===== config.mk =====
export PLATFORM = sky130hd
export DESIGN_NAME = vend_txn_ctrl
export DESIGN_NICKNAME = d
export VERILOG_FILES = /design/src/rtl/vend_pkg.sv /design/src/rtl/vend_credit_acc.sv /design/src/rtl/vend_txn_ctrl.sv
export SDC_FILE = /design/constraint.sdc
export NUM_CORES = 1
export LEC_CHECK = 0
export BUFFER_PORTS_ARGS = -buffer_cell sky130_fd_sc_hd__buf_2
export CORE_MARGIN = 2
export CORE_UTILIZATION = 49
export CTS_CLUSTER_DIAMETER = 100
export DETAILED_ROUTE_END_ITERATION = 8
export GPL_TIMING_DRIVEN = 0
export HOLD_SLACK_MARGIN = 0.15
export MAX_ROUTING_LAYER = met4
export PLACE_DENSITY = 0.72
export RECOVER_POWER = 25
export SLEW_MARGIN = 40
export SYNTH_ARGS = -nofsm -noshare
export SYNTH_HDL_FRONTEND = slang
export SYNTH_SLANG_ARGS = --single-unit
export TNS_END_PERCENT = 30

===== constraint.sdc =====
create_clock -name clk -period 2.8 [get_ports clk]
set_input_delay 0.14 -clock clk [delete_from_list [all_inputs] [get_ports clk]]
set_output_delay 0.14 -clock clk [all_outputs]
set_load 0.05 [all_outputs]

===== src/rtl/vend_pkg.sv =====
// vend_pkg: shared state encoding and width defaults for the vending transaction controller.
package vend_pkg;

    localparam int ITEM_W_DEF   = 3;
    localparam int PRICE_W_DEF  = 4;
    localparam int CREDIT_W_DEF = 6;
    localparam int COIN_W       = 4;

    typedef enum logic [2:0] {
        IDLE,
        LOOKUP,
        COLLECT,
        DISPENSE,
        CHANGE
    } state_t;

endpackage


===== src/rtl/vend_credit_acc.sv =====
// vend_credit_acc: saturating credit register with add and clear controls.
module vend_credit_acc
    import vend_pkg::*;
#(
    parameter int CREDIT_W = CREDIT_W_DEF
) (
    input  logic                clk,
    input  logic                rst,
    input  logic                add,
    input  logic                clr,
    input  logic [COIN_W-1:0]   value,
    output logic [CREDIT_W-1:0] credit,
    output logic [CREDIT_W-1:0] credit_nxt
);

    logic [CREDIT_W:0] sum;

    always_comb begin
        sum        = {1'b0, credit} + (CREDIT_W + 1)'(value);
        credit_nxt = !add ? credit : sum[CREDIT_W] ? '1 : sum[CREDIT_W-1:0];
    end

    always_ff @(posedge clk or posedge rst)
        if (rst)      credit <= '0;
        else if (clr) credit <= '0;
        else          credit <= credit_nxt;

endmodule


===== src/rtl/vend_txn_ctrl.sv =====
// vend_txn_ctrl: select -> price lookup -> coin collect -> dispense -> change.
// Define VEND_TIMEOUT_EN to abort COLLECT after TIMEOUT_CYCLES coinless cycles.
module vend_txn_ctrl
    import vend_pkg::*;
#(
    parameter int ITEM_W         = ITEM_W_DEF,
    parameter int PRICE_W        = PRICE_W_DEF,
    parameter int CREDIT_W       = CREDIT_W_DEF,
    parameter int TIMEOUT_CYCLES = 1000
) (
    input  logic                clk,
    input  logic                rst,
    input  logic                sel_valid,
    input  logic [ITEM_W-1:0]   sel_item,
    output logic                sel_ready,
    input  logic                cancel,
    input  logic                coin_valid,
    input  logic [COIN_W-1:0]   coin_value,
    output logic                coin_ready,
    output logic [ITEM_W-1:0]   rom_addr,
    input  logic [PRICE_W-1:0]  rom_data,
    output logic                dispense_valid,
    output logic [ITEM_W-1:0]   dispense_item,
    output logic                change_valid,
    output logic [CREDIT_W-1:0] change_amount,
    input  logic                change_ready,
    output logic [CREDIT_W-1:0] credit,
    output logic                busy
);

    state_t              state, state_nxt;
    logic [ITEM_W-1:0]   item_r;
    logic [PRICE_W-1:0]  price_r;
    logic [CREDIT_W-1:0] credit_nxt;
    logic                paid, coin_acc, abort, timeout;

    assign paid     = credit >= CREDIT_W'(price_r);
    assign coin_acc = coin_valid && coin_ready;
    assign abort    = state == COLLECT && !paid && (cancel || timeout);

`ifdef VEND_TIMEOUT_EN
    localparam int TW = $clog2(TIMEOUT_CYCLES + 1);
    logic [TW-1:0] idle_cnt;

    always_ff @(posedge clk or posedge rst)
        if (rst) idle_cnt <= '0;
        else     idle_cnt <= (state != COLLECT || coin_acc) ? '0 : idle_cnt + TW'(1);

    assign timeout = state == COLLECT && !coin_acc && idle_cnt == TW'(TIMEOUT_CYCLES - 1);
`else
    assign timeout = 1'b0 && (TIMEOUT_CYCLES > 0);
`endif

    vend_credit_acc #(.CREDIT_W(CREDIT_W)) u_acc (
        .clk        (clk),
        .rst        (rst),
        .add        (coin_acc),
        .clr        (state == CHANGE && state_nxt == IDLE),
        .value      (coin_value),
        .credit     (credit),
        .credit_nxt (credit_nxt)
    );

    always_ff @(posedge clk or posedge rst)
        if (rst) state <= IDLE;
        else     state <= state_nxt;

    always_comb begin
        state_nxt = state;
        case (state)
            IDLE:     state_nxt = sel_valid ? LOOKUP : IDLE;
            LOOKUP:   state_nxt = rom_data == '0 ? DISPENSE : COLLECT;
            COLLECT:  state_nxt = paid ? DISPENSE : abort ? CHANGE : COLLECT;
            DISPENSE: state_nxt = CHANGE;
            CHANGE:   state_nxt = (change_amount == '0 || change_ready) ? IDLE : CHANGE;
            default:  state_nxt = IDLE;
        endcase
    end

    // Refund uses credit_nxt so a coin accepted alongside cancel is returned too.
    always_ff @(posedge clk or posedge rst)
        if (rst) begin
            item_r        <= '0;
            price_r       <= '0;
            change_amount <= '0;
        end else begin
            if (state == IDLE && sel_valid) item_r <= sel_item;
            if (state == LOOKUP) price_r <= rom_data;
            if (abort) change_amount <= credit_nxt;
            if (state == DISPENSE) change_amount <= credit - CREDIT_W'(price_r);
        end

    always_comb begin
        sel_ready      = state == IDLE;
        busy           = state != IDLE;
        coin_ready     = state == COLLECT && !paid;
        rom_addr       = item_r;
        dispense_valid = state == DISPENSE;
        dispense_item  = item_r;
        change_valid   = state == CHANGE && change_amount != '0;
    end

endmodule


==> results.yml, run 1 <==
timing:
  hold_viol_final: 0
  skew_ns: 0.004364
  worstMarginPinSlew_ns: 0.8338
  timing.final.crit_share: 0.8536
  slew_violations: 0
  setup_tns_ns: 0
  max-slew-margin-rel: 0.4435
  fin_crit_ns: 2.390
  rsz0062_at_grt: "no"
  max_freq_mhz: 418.4
  setup_violations: 0
cts:
  cts_hold_buf: 10
  cts_tree: "done"
  cts.sinks: 22
  cts_max_level: 1
  root_buffer: "clkbuf_4"
  path_clk_slew_ns: 0.13
  cts-resized-gates: 0
  cts_setup_buffers: 0
  insertion_delay_ns: 0.32
  cts_made_buffers: 3
  clockBufferDepth: 2
placement:
  hpwl_um: 2476
  place_congestion: 0.8520
  portBuffers: 38
final_layout:
  fillers: 223
  final_nets: 220
  syn_to_final_growth_pct: 26.86
  utilization: 0.6423
  antenna_cells: 0
  multi_input_area_sq_um: 738.2
  area.sequential_sq_um: 550.5
  drive_gt1_frac: 0.2708
drt:
  drc: 0
  final_antenna_net_count: 0
  dr.pass1.iters: 4
  wl_per_cell_um: 14.36
  vias_per_cell: 5.439
  dr_total_vias: 1213
  wirelength_um: 3203
  drt_iter0_drc: 19
logic_synthesis:
  yosysSeqAreaShare: 0.4048
  synth-edff-count: 0
  netlist_area_sq_mm: 0.001360
  synthFlopType: "dfrtp_1"
  synth_cell_types: 40
  synth_fp_nets: 167
  synth.top_cells.by_count: "22 x dfrtp_1, 16 x nor2_1, 12 x inv_1"
  async_reset_ff_frac: 1.000
  yosys_warnings: 0
  yosys.area.top_type_share: 0.4048
  syn_area_per_cell_sq_um: 9.715
  syn_inst: 140
  synth.area.top_cells: "dfrtp_1 40%, ha_1 7.4%, nor2_1 4.4%, a21oi_1 3.3%, inv_1 3.3%"
  yosys.area.top_type: "dfrtp_1"
  ys_seq_elements: 22
  synth.most_common_cell: "dfrtp_1"
die:
  die_h_um: 56.69
  die_width_um: 56.69
  num_rows: 19
  die-area_sq_mm: 0.003213
  core-area_sq_mm: 0.002686
  initial_core_util: 0.5063
  top_level_ports: 40
critical_path:
  max_stage_delay_ns: 0.43
  start_kind: "flip-flop"
  crit_type: "flip-flop to primary output"
  required_ns: 2.66
  path_cells: "inv_1, ha_1, fa_1, nand3b_1, and2_1, and2_1, buf_2"
  crit_fanout: 5
  arrival_ns: 2.25
  crit_slowest_cell: "fa_1"
  crit_path_end_kind: "primary output"
  cp_common_cell: "and2_1"
job:
  max_cap_violations: 0
outcome:
  status: "complete, no violations"
grt:
  antenna_found_initial: 0
  grt_max_degree: 23
  grt_usage: 0.2188
  grt_first_pass_wirelength_um: 5395
  grt_remaining_overflow: 0
  grt_pass1_vias: 1219
worst_hold_path:
  hp-class: "input port to flip-flop"
-- stage by stage --
stage               setup slack (ns)  instances  hold WS [ns]  cell area, sq um
floorplan                     0.1567        140        0.1292              1360
global placement              0.6267        209        0.3222              1589
detailed placement            0.5980        209        0.3496              1589
CTS                           0.4203        223        0.2086              1725
global route                  0.2887        223        0.2212              1725
finish                        0.4100        223        0.2106              1725
-- cells in the final DEF, fill, tap and decap left out, types with 2 or more instances in the layout --
cell type / n
buf_2: 38
dfrtp_1: 22
nor2_1: 16
inv_1: 12
dlygate4sd3_1: 10
nand2_1: 9
a21oi_1: 9
ha_1: 8
o21ai_0: 6
a211oi_1: 4
xnor2_1: 4
mux2i_1: 4
and2_1: 3
mux2_2: 3
o31ai_1: 3
buf_4: 3
clkbuf_4: 3
nand2b_1: 2
nand3b_1: 2
nand3_1: 2
a21o_1: 2
nor2b_1: 2
a22oi_1: 2
o21ai_1: 2
fa_1: 2
-- worst paths after layout --
check / from / endpoint / slack [ns] / cells after the start
setup / recovery: u_acc.credit[0]$_DFF_PP0_ / coin_ready / 0.41 / 7
hold / removal: sel_valid / state[0]$_DFF_PP0_ / 0.21 / 4
setup reg to reg: u_acc.credit[0]$_DFF_PP0_ / change_amount[1]$_DFFE_PP0P_ / 0.56 / 8
hold reg to reg: state[2]$_DFF_PP0_ / state[0]$_DFF_PP0_ / 0.53 / 1
max in group asynchronous: rst / state[2]$_DFF_PP0_ / 1.78 / 3
min in group asynchronous: rst / dispense_item[0]$_DFFE_PP0P_ / 0.52 / 3
-- registers in the layout (all words and copies together) (netlist names) --
name,flops
change_amount,6
dispense_item,3
price_r,4
state,3
u_acc.credit,6
-- worst max-delay path: cells and delay by family, from the launching register on --
| family | cells | cell delay [ns] |
|---|---|---|
| buffers and inverters | 2 | 0.29 |
| adders and majority gates | 2 | 0.65 |
| and+or+nand+nor | 3 | 0.58 |
| DFF | 1 | 0.42 |
-- kinds of logic (layout without fill, tap and decap cells) --
| kind of cell | Yosys count | after routing | synth area share |
|---|---|---|---|
| AND/OR/NAND/NOR | 45 | 45 | 0.1794 |
| AO/OA/AOI/OAI | 34 | 34 | 0.1656 |
| flip-flops | 22 | 22 | 0.4048 |
| buffers and inverters | 16 | 68 | 0.05243 |
| adder cells (fa/ha/maj) | 10 | 10 | 0.1030 |
| multiplexers | 8 | 8 | 0.06256 |
| XOR/XNOR | 5 | 5 | 0.03220 |
-- cell type report --
cell class / instances / share of cell area
inverters: 12 / 0.02611
clock buffers: 4 / 0.02103
flip-flops and latches: 22 / 0.3191
multi-input cells: 102 / 0.4278
plain buffers: 4 / 0.01523
well taps: 31 / 0.02248
repair buffers: 48 / 0.1682
-- routing by layer --
metal	share of wire	vias up	track usage
li1	-	601	-
met1	0.44	572	0.2702
met2	0.50	32	0.3638
met3	0.045	8	0.04378
met4	0.016	0	0.06122
met5	0	-	-
Power of run 1 is left out: the tool's default activity adds up to more than one toggle a clock period on the data nets, which glitch-free logic cannot reach.
==> run 2: changes to the inputs <==
--- a/config.mk
+++ b/config.mk
@@ -15,6 +15,7 @@
 export MAX_ROUTING_LAYER = met4
 export PLACE_DENSITY = 0.72
 export RECOVER_POWER = 25
+export REMOVE_ABC_BUFFERS = 1
 export SLEW_MARGIN = 40
 export SYNTH_ARGS = -nofsm -noshare
 export SYNTH_HDL_FRONTEND = slang
==> run 2 against run 1 <==
Highest routed layer unchanged. Core utilization decreased by 0.19 points. Critical endpoint unchanged. Flip-flop and latch count is the same. Cell count down 1.3%.
==> results.yml, run 2 (synthesized netlist as in run 1, its figures left out) <==
drt:
  dr_total_vias: 1213
  wirelength_um: 3187
  wl_per_cell_um: 14.49
  drt_iter0_drc: 38
  final_antenna_net_count: 0
  drc: 0
  dr.pass1.iters: 5
  vias_per_cell: 5.514
timing:
  hold_viol_final: 0
  timing.final.crit_share: 0.8635
  skew_ns: 0.001374
  fin_crit_ns: 2.418
  worstMarginPinSlew_ns: 0.8262
  setup_tns_ns: 0
  max_freq_mhz: 413.6
  rsz0062_at_grt: "no"
  max-slew-margin-rel: 0.4486
  setup_violations: 0
  slew_violations: 0
placement:
  dp.cells: 206
  place_area_sq_mm: 0.001568
  place_congestion: 0.8904
  portBuffers: 39
  hpwl_um: 2436
critical_path:
  path_cells: "inv_1, ha_1, fa_1, nand3b_1, and2_1, and2_1, buf_2"
  start_kind: "flip-flop"
  arrival_ns: 2.28
  cp_common_cell: "and2_1"
  max_stage_delay_ns: 0.42
  crit_slowest_cell: "fa_1"
  cp_top_family: "adder cells"
  crit_path_end_kind: "primary output"
  crit_fanout: 5
  crit_type: "flip-flop to primary output"
  required_ns: 2.66
  cp_num_buf_inv: 2
cts:
  path_clk_slew_ns: 0.13
  cts_tree: "done"
  clockBufferDepth: 2
  insertion_delay_ns: 0.32
  root_buffer: "clkbuf_4"
  cts-resized-gates: 0
  cts_hold_buf: 10
  cts_setup_buffers: 0
  cts_made_buffers: 3
  cts.sinks: 22
  cts_max_level: 1
die:
  die_h_um: 56.69
  initial_core_util: 0.5063
  die_width_um: 56.69
  core-area_sq_mm: 0.002686
  top_level_ports: 40
  die-area_sq_mm: 0.003213
  num_rows: 19
grt:
  grt_first_pass_wirelength_um: 5168
  antenna_found_initial: 0
  grt_max_degree: 23
  grt_usage: 0.2156
  grt_remaining_overflow: 0
  grt_pass1_vias: 1133
final_layout:
  area.sequential_sq_um: 550.5
  final_cell_mix: "39 x buf_2, 22 x dfrtp_1, 16 x nor2_1"
  layout_commonest_cell: "buf_2"
  multi_input_area_sq_um: 738.2
  fin_cells: 220
  drive_gt1_frac: 0.2646
  largestRegisters: "change_amount x6, u_acc.credit x6, price_r x4"
  syn_to_final_growth_pct: 26.49
  fillers: 225
  final_nets: 217
  antenna_cells: 0
  design_area_sq_mm: 0.001720
outcome:
  status: "complete, no violations"
job:
  max_cap_violations: 0
worst_hold_path:
  hp-class: "input port to flip-flop"
## run 2: tightest hold or removal path, stage by stage
cell,delay [ns]
buf_2,0.15
nor2_1,0.10
o31ai_1,0.07
## run 2: area by class of cell
cell class / count / share of cell area
Clock buffer: 3 / 0.01309
Timing Repair Buffer: 49 / 0.1716
Clock inverter: 1 / 0.01745
Sequential cell: 22 / 0.3200
Inverter: 12 / 0.02618
Tap cell: 31 / 0.02255
Multi-Input combinational cell: 102 / 0.4291
## run 2: path summary, 6_finish.rpt
check                                     startpoint                           end  slack [ns]  cells past startpoint
hold reg to reg               price_r[0]$_DFFE_PP0N_        price_r[0]$_DFFE_PP0N_        0.53                      1
setup / recovery           u_acc.credit[0]$_DFF_PP0_                    coin_ready        0.38                      7
setup reg to reg           u_acc.credit[0]$_DFF_PP0_  change_amount[4]$_DFFE_PP0P_        0.55                      8
max in group asynchronous                        rst     u_acc.credit[2]$_DFF_PP0_        1.79                      3
hold / removal                            coin_valid  change_amount[1]$_DFFE_PP0P_        0.15                      3
min in group asynchronous                        rst  dispense_item[2]$_DFFE_PP0P_        0.51                      3
## run 2: per-layer routing
layer | vias up | track usage | share of wire
met5 | - | - | 0
met4 | 0 | 0.07143 | 0.016
met3 | 7 | 0.03687 | 0.046
met2 | 40 | 0.3422 | 0.48
met1 | 576 | 0.2802 | 0.46
li1 | 590 | - | -
## run 2: stage by stage
step	hold slack (ns)	utilization	setup slack [ns]
floorplan	0.1292	-	0.1567
global placement	0.3279	0.5836	0.6376
detailed placement	0.3480	0.5836	0.5910
CTS	0.1624	0.6404	0.4035
global route	0.1776	0.6404	0.2590
finish	0.1547	0.6404	0.3822
Power of run 2 is left out for the same reason.
==> run 3: changes to the inputs <==
--- a/config.mk
+++ b/config.mk
@@ -7,13 +7,13 @@
 export LEC_CHECK = 0
 export BUFFER_PORTS_ARGS = -buffer_cell sky130_fd_sc_hd__buf_2
 export CORE_MARGIN = 2
-export CORE_UTILIZATION = 49
+export CORE_UTILIZATION = 45
 export CTS_CLUSTER_DIAMETER = 100
 export DETAILED_ROUTE_END_ITERATION = 8
 export GPL_TIMING_DRIVEN = 0
 export HOLD_SLACK_MARGIN = 0.15
 export MAX_ROUTING_LAYER = met4
-export PLACE_DENSITY = 0.72
+export PLACE_DENSITY = 0.67
 export RECOVER_POWER = 25
 export REMOVE_ABC_BUFFERS = 1
 export SLEW_MARGIN = 40
==> constraint.sdc (replaced) <==
create_clock -name clk -period 2.8 [get_ports clk]
set_input_delay 0.56 -clock clk [delete_from_list [all_inputs] [get_ports clk]]
set_output_delay 0.56 -clock clk [all_outputs]
set_load 0.05 [all_outputs]
==> run 3 against run 2 <==
Global-route usage shrank 2.3 points. Worst hold slack improved by 0.24 ns. The flow now finishes with violations (DRC). Register-to-register slack better by 0.03 ns. Flip-flop and latch count unchanged. Critical path type unchanged. Highest routed layer unchanged. Final area decreased by 4.4%. Die area grew 8.2%.
==> results.yml, run 3 (synthesized netlist as in run 1, its figures left out) <==
outcome:
  violations: "DRC"
  status: "finished, violations left"
cts:
  cts.sinks: 22
  cts_hold_buf: 0
  insertion_delay_ns: 0.31
  clockBufferDepth: 2
  path_clk_slew_ns: 0.13
  cts_tree: "done"
  cts_max_level: 1
  root_buffer: "clkbuf_4"
  cts_made_buffers: 3
drt:
  final_antenna_net_count: 0
  wl_per_cell_um: 14.61
  dr_total_vias: 1172
  drt_iter0_drc: 45
  dr.pass1.iters: 6
  wirelength_um: 3126
  drc: 3
  vias_per_cell: 5.477
die:
  initial_core_util: 0.4848
  die_h_um: 58.98
  die_width_um: 58.98
  die-area_sq_mm: 0.003478
  num_rows: 19
  top_level_ports: 40
  core-area_sq_mm: 0.002805
grt:
  grt_first_pass_wirelength_um: 4961
  grt_max_degree: 23
  grt_usage: 0.1931
  grt_remaining_overflow: 0
  antenna_found_initial: 0
  grt_pass1_vias: 1126
final_layout:
  design_area_sq_mm: 0.001645
  fin_cells: 214
  utilization: 0.5865
  drive_gt1_frac: 0.3115
  layout_commonest_cell: "buf_2"
  antenna_cells: 0
  final_cell_mix: "38 x buf_2, 22 x dfrtp_1, 16 x nor2_1"
  syn_to_final_growth_pct: 20.98
  final_nets: 211
  largestRegisters: "change_amount x6, u_acc.credit x6, price_r x4"
placement:
  place_area_sq_mm: 0.001568
  place_congestion: 0.8645
  hpwl_um: 2469
  portBuffers: 39
  dp.cells: 206
critical_path:
  required_ns: 2.24
  crit_fanout: 5
  r2r_slack_ns: 0.58
  start_kind: "flip-flop"
  crit_path_end_kind: "primary output"
  crit_type: "flip-flop to primary output"
  path_cells: "inv_1, ha_1, fa_2, nand3b_1, and2_2, and2_1, buf_4"
  max_stage_delay_ns: 0.38
  r2r_cells: 6
  crit_slowest_cell: "dfrtp_1"
  arrival_ns: 2.14
timing:
  fin_crit_ns: 2.701
  slew_violations: 0
  rsz0062_at_grt: "no"
  setup_violations: 0
  timing.final.crit_share: 0.9646
  skew_ns: 0.006383
  worstMarginPinSlew_ns: 0.8218
  hold_viol_final: 0
  max_freq_mhz: 370.2
  max-slew-margin-rel: 0.4516
  setup_tns_ns: 0
worst_hold_path:
  hp-class: "input port to async pin"
job:
  max_cap_violations: 0
==> run 3: layer usage <==
layer | share of wire | track usage | up-vias | routed length, um
li1 | - | - | 578 | -
met1 | 0.46 | 0.2486 | 558 | 1425
met2 | 0.48 | 0.3254 | 32 | 1500
met3 | 0.055 | 0.02838 | 4 | 171
met4 | 0.0093 | 0.03896 | 0 | 29
met5 | 0 | - | - | 0
==> run 3: worst max-delay path: cells and delay by family, from the launching register on <==
family | cells | cell delay (ns)
buffers and inverters | 2 | 0.25
AND/OR/NAND/NOR | 3 | 0.59
adder cells (fa/ha/maj) | 2 | 0.60
flip-flops | 1 | 0.38
==> run 3: repair_timing <==
action,in CTS,in global routing
cloned,0,0
resized for setup,1,4
buffers inserted,1,3
pin swaps,0,1
setup endpoints to repair,1,1
==> run 3: path summary, 6_finish.rpt <==
kind / endpoint / from
max in group asynchronous: state[2]$_DFF_PP0_ / rst
max reg2reg: change_amount[4]$_DFFE_PP0P_ / u_acc.credit[2]$_DFF_PP0_
min: u_acc.credit[3]$_DFF_PP0_ / rst
min in group clk: state[2]$_DFF_PP0_ / change_ready
min reg2reg: dispense_item[2]$_DFFE_PP0P_ / dispense_item[2]$_DFFE_PP0P_
max: coin_ready / u_acc.credit[0]$_DFF_PP0_
==> run 3: cell type report <==
cell class,count,area [sq um]
flip-flops and latches,22,550.5
clock buffers,4,36.28
inverters,12,45.04
repair buffers,43,227.7
fillers,266,1160
well taps,31,38.79
multi-input cells,102,747.0
==> run 3: stage by stage <==
step                      hold slack (ns)  worst slack [ns]
after floorplan                    0.4623            0.1567
after global placement             0.5042            0.3834
after detailed placement           0.5162            0.3470
after CTS                          0.4202           0.01117
after global routing               0.4433           0.01419
final                              0.3915           0.09905
Power of run 3 is left out for the same reason.
